[src/rtl/seq_mult_tx.sv]
// seq_mult_tx: shift-and-add unsigned multiplier with a fixed latency of
// DATA_WIDTH cycles and a valid/ready hand-off of the finished product to a
// downstream register stage. Three-state control: IDLE -> RUN -> HOLD -> IDLE.
module seq_mult_tx #(
    parameter int DATA_WIDTH = 4
) (
    input  logic                      slowClk,
    input  logic                      reset,
    input  logic                      start,
    input  logic [DATA_WIDTH-1:0]     opA,
    input  logic [DATA_WIDTH-1:0]     opB,
    input  logic                      out_ready,
    output logic                      busy,
    output logic                      out_valid,
    output logic [2*DATA_WIDTH-1:0]   product
);

    localparam int PW = 2 * DATA_WIDTH;
    localparam int CW = $clog2(DATA_WIDTH + 1);

    // Counter value reached on the edge that performs the last iteration.
    localparam logic [CW-1:0] CNT_LAST = CW'(DATA_WIDTH);
    localparam logic [CW-1:0] CNT_ONE  = CW'(1);

    typedef enum logic [1:0] {
        IDLE = 2'b00,
        RUN  = 2'b01,
        HOLD = 2'b10
    } state_t;

    state_t                  state_r;
    state_t                  state_nxt_s;

    logic [PW-1:0]           mcand_r;
    logic [PW-1:0]           mcand_nxt_s;
    logic [DATA_WIDTH-1:0]   mplier_r;
    logic [DATA_WIDTH-1:0]   mplier_nxt_s;
    logic [PW-1:0]           acc_r;
    logic [PW-1:0]           acc_nxt_s;
    logic [CW-1:0]           cnt_r;
    logic [CW-1:0]           cnt_nxt_s;

    logic                    busy_r;
    logic                    out_valid_r;

    // Next-state and datapath next-value decode for the three-state controller.
    always_comb begin
        state_nxt_s  = state_r;
        mcand_nxt_s  = mcand_r;
        mplier_nxt_s = mplier_r;
        acc_nxt_s    = acc_r;
        cnt_nxt_s    = cnt_r;

        case (state_r)
            IDLE: begin
                if (start) begin
                    // Operands are captured here only; later changes are ignored.
                    mcand_nxt_s  = {{DATA_WIDTH{1'b0}}, opA};
                    mplier_nxt_s = opB;
                    acc_nxt_s    = {PW{1'b0}};
                    cnt_nxt_s    = {CW{1'b0}};
                    state_nxt_s  = RUN;
                end else begin
                    state_nxt_s  = IDLE;
                end
            end

            RUN: begin
                if (mplier_r[0]) begin
                    acc_nxt_s = acc_r + mcand_r;
                end else begin
                    acc_nxt_s = acc_r;
                end
                mcand_nxt_s  = {mcand_r[PW-2:0], 1'b0};
                mplier_nxt_s = {1'b0, mplier_r[DATA_WIDTH-1:1]};
                cnt_nxt_s    = cnt_r + CNT_ONE;
                // No early exit on a zero multiplier: latency is always fixed.
                if (cnt_nxt_s == CNT_LAST) begin
                    state_nxt_s = HOLD;
                end else begin
                    state_nxt_s = RUN;
                end
            end

            HOLD: begin
                // Result and valid stay frozen until the downstream stage takes them.
                if (out_ready) begin
                    state_nxt_s = IDLE;
                end else begin
                    state_nxt_s = HOLD;
                end
            end

            default: begin
                state_nxt_s = IDLE;
            end
        endcase
    end

    // Controller state register with synchronous reset to IDLE.
    always_ff @(posedge slowClk) begin
        if (reset) begin
            state_r <= IDLE;
        end else begin
            state_r <= state_nxt_s;
        end
    end

    // Datapath registers; reset discards any operation in flight.
    always_ff @(posedge slowClk) begin
        if (reset) begin
            mcand_r  <= {PW{1'b0}};
            mplier_r <= {DATA_WIDTH{1'b0}};
            acc_r    <= {PW{1'b0}};
            cnt_r    <= {CW{1'b0}};
        end else begin
            mcand_r  <= mcand_nxt_s;
            mplier_r <= mplier_nxt_s;
            acc_r    <= acc_nxt_s;
            cnt_r    <= cnt_nxt_s;
        end
    end

    // Status flags registered from the next state so they track state_r exactly.
    always_ff @(posedge slowClk) begin
        if (reset) begin
            busy_r      <= 1'b0;
            out_valid_r <= 1'b0;
        end else begin
            busy_r      <= (state_nxt_s != IDLE);
            out_valid_r <= (state_nxt_s == HOLD);
        end
    end

    assign busy      = busy_r;
    assign out_valid = out_valid_r;
    // The accumulator is the product register; it keeps its value through IDLE.
    assign product   = acc_r;

endmodule

[config.mk]
export PLATFORM = sky130hd
export DESIGN_NAME = seq_mult_tx
export DESIGN_NICKNAME = d
export VERILOG_FILES = /design/src/rtl/seq_mult_tx.sv
export SDC_FILE = /design/constraint.sdc
export NUM_CORES = 1
export LEC_CHECK = 0
export ABC_AREA = 1
export CAP_MARGIN = 20
export CELL_PAD_IN_SITES_DETAIL_PLACEMENT = 1
export CELL_PAD_IN_SITES_GLOBAL_PLACEMENT = 2
export CORE_UTILIZATION = 31
export CTS_CLUSTER_DIAMETER = 50
export DETAILED_ROUTE_END_ITERATION = 8
export HOLD_SLACK_MARGIN = 0.03
export PLACE_DENSITY_LB_ADDON = 0.1
export REMOVE_ABC_BUFFERS = 1
export SKIP_CTS_REPAIR_TIMING = 1
export SLEW_MARGIN = 20
export SYNTH_ARGS = -nofsm -noshare
export SYNTH_HDL_FRONTEND = slang
export SYNTH_SLANG_ARGS = --single-unit
[constraint.sdc]
create_clock -name slowClk -period 2.47 [get_ports slowClk]
set_input_delay 0.247 -clock slowClk [delete_from_list [all_inputs] [get_ports slowClk]]
set_output_delay 0.247 -clock slowClk [all_outputs]
set_load 0.005 [all_outputs]
==> results.json <==
{
  "postRouteAntennaNets": 0,
  "dieArea_um2": 4620,
  "period_minus_slack_ps": 1620,
  "r2r_slack_ps": 850,
  "place.gp.congestion": 0.772,
  "htreeDepth": 1,
  "syn_inst": 187,
  "yosysWarnings": 0,
  "min_path_type": "flop to flop",
  "syn_to_final_growth_pct": 23.1,
  "finalCritPeriodShare": 0.656,
  "cts-root-buf": "clkbuf_8",
  "outcome": "finished clean",
  "irDropWorstVdd_mv": 0.171,
  "n_fill_cell": 520,
  "grt_overflow": 0,
  "p_leak_nw": 0.744,
  "nets": 233,
  "rsz0062_at_grt": "no",
  "cts_buffers": 3,
  "crit_path_end_kind": "flop",
  "clkTransAtPathRegs_ps": 100,
  "final_common_cell": "nand2_1",
  "finalClockSkew_ps": 5.15,
  "cp_cell_sequence": "ha_1 > fa_1 > nand3_1 > nand2_1 > or2_2 > nand3_1 > a21oi_1",
  "grt_pass1_vias": 1185,
  "dpl_cell_area_um2": 1620,
  "vias_per_cell": 4.76,
  "cts.path.max_buffers": 2,
  "hold_viol": 0,
  "slew_viol_final": 0,
  "powerDensity_nw_per_um2": 521,
  "initial_core_util": 0.330,
  "grt_pass1_wl_mm": 5.56,
  "worst_pin_slew_ps": 475,
  "clock_sink_count": 27,
  "synth_seq_cells": 27,
  "die_h_um": 68.0,
  "slowest_stage": "fa_1",
  "n_antenna_cell": 0,
  "max_freq_mhz": 617,
  "crit_fanout": 3,
  "num_vias": 1238,
  "tns_ps": 0,
  "cap_violations": 0,
  "antenna_found_initial": 0,
  "drt-total-wl_mm": 3.32,
  "multi_input_area_um2": 709,
  "crit_buf_inv": 0,
  "num_rows": 23,
  "dr.pass1.iters": 4,
  "yosys.area.top_type": "dfxtp_1",
  "final_area_um2": 1660,
  "io_buffers": 21,
  "netlist_area_um2": 1350,
  "final-seq-area_um2": 541,
  "cts_tree": "yes",
  "crit_arrival_ps": 1790,
  "cp-start-kind": "flop",
  "critPathTopFamily": "adder cells",
  "required_ps": 2640,
  "setup_viol": 0,
  "track_usage": 0.162,
  "crit_top_cell": "nand3_1",
  "synthTopCellsByArea": "dfxtp_1 40%, nand2_1 14%, a21oi_1 11%",
  "syn_area_per_cell_um2": 7.21,
  "drc_errors": 0,
  "dp_hpwl_mm": 2.51,
  "relSlewSlack": 0.682,
  "coreArea_um2": 4090,
  "clk-insertion-delay-late_ps": 270,
  "synth_top_cell_area_share": 0.401,
  "drive_above_1_share": 0.0667,
  "ios": 22,
  "synth.distinct_cells": 21,
  "worst-setup-path-type": "flop to flop",
  "drt_iter0_drc": 36,
  "ys_seq_area_frac": 0.401,
  "grt_max_degree": 21,
  "slowest_delay_ps": 400,
  "die_w_um": 68.0,
  "wl_per_cell_um": 12.8,
  "mostFrequentLayoutCells": "51 x nand2_1, 29 x a21oi_1, 27 x dfxtp_1, 21 x clkdlybuf4s50_1, 17 x nor2_1"
}
worst reg2reg max path, delay by kind of cell (launching register included):
| family | cells | cell delay [ps] |
|---|---|---|
| flops | 1 | 330 |
| simple gates | 4 | 510 |
| compound gates | 1 | 60 |
| fa+ha+maj | 2 | 620 |
path summary, 6_finish.rpt:
path | startpoint | end | cells past startpoint
max | product[0] | product[4] | 7
min | mplier_r[0] | mplier_r[0] | 2
max reg2reg | product[0] | product[4] | 7
min reg2reg | mplier_r[0] | mplier_r[0] | 2
synth_stat cells:
library cell  instances
o21ai_1              11
inv_1                14
buf_2                 2
ha_1                  9
nand2_1              51
nor2_4                2
nor2_1               17
inv_4                 1
fa_1                  1
a21boi_1              1
o22ai_1               1
dfxtp_1              27
a21oi_1              29
clkbuf_1              2
nor2_2                1
xor2_1                2
or2_2                 1
inv_2                 3
buf_6                 1
o21ai_0               2
nand3_1               9
registers in the layout (all words and copies together), names as in the netlist:
name,count
mplier_r,4
out_valid,1
product,8
cnt_r,3
state_r,2
busy,1
mcand_r,8
logic make-up (layout without fill, tap and decap cells):
| family | count (synthesis) | in the layout | synth area share |
|---|---|---|---|
| AOI/OAI and AO/OA | 44 | 44 | 0.166 |
| xor gates and xnor gates | 2 | 2 | 0.0130 |
| DFF | 27 | 27 | 0.401 |
| adders and majority gates | 10 | 10 | 0.0983 |
| and+or+nand+nor | 81 | 81 | 0.249 |
| buffers and inverters | 23 | 46 | 0.0733 |
where the power goes:
group | internal, mW | leakage, nW | switching (mW)
Clock | 0.116 | 0.0228 | 0.138
Sequential | 0.456 | 0.220 | 0.0165
Combinational | 0.0611 | 0.501 | 0.0776
final cells by class:
| cell class | count | share of cell area |
|---|---|---|
| well taps | 50 | 0.0377 |
| flip-flops and latches | 27 | 0.326 |
| multi-input cells | 137 | 0.427 |
| inverters | 18 | 0.0422 |
| repair buffers | 24 | 0.140 |
| clock buffers | 4 | 0.0271 |
routing by layer:
layer	routed length [um]	GRT usage	vias to the layer above
li1	-	-	648
met1	1710	0.219	571
met2	1500	0.266	17
met3	80	0.0250	2
met4	21	0.0391	0
met5	0	0	-
metrics by stage:
step	total power, mW	util	hold slack [ps]	setup WS, ps	std cells
final	0.865	0.406	476	848	260
after floorplan	0.556	-	316	917	182
after global routing	0.920	0.406	501	720	260
after CTS	0.880	0.406	479	828	260
after detailed placement	0.624	0.395	464	832	256
after global placement	0.619	0.395	451	876	256
Note: power is estimated with default switching activity, not from simulation.
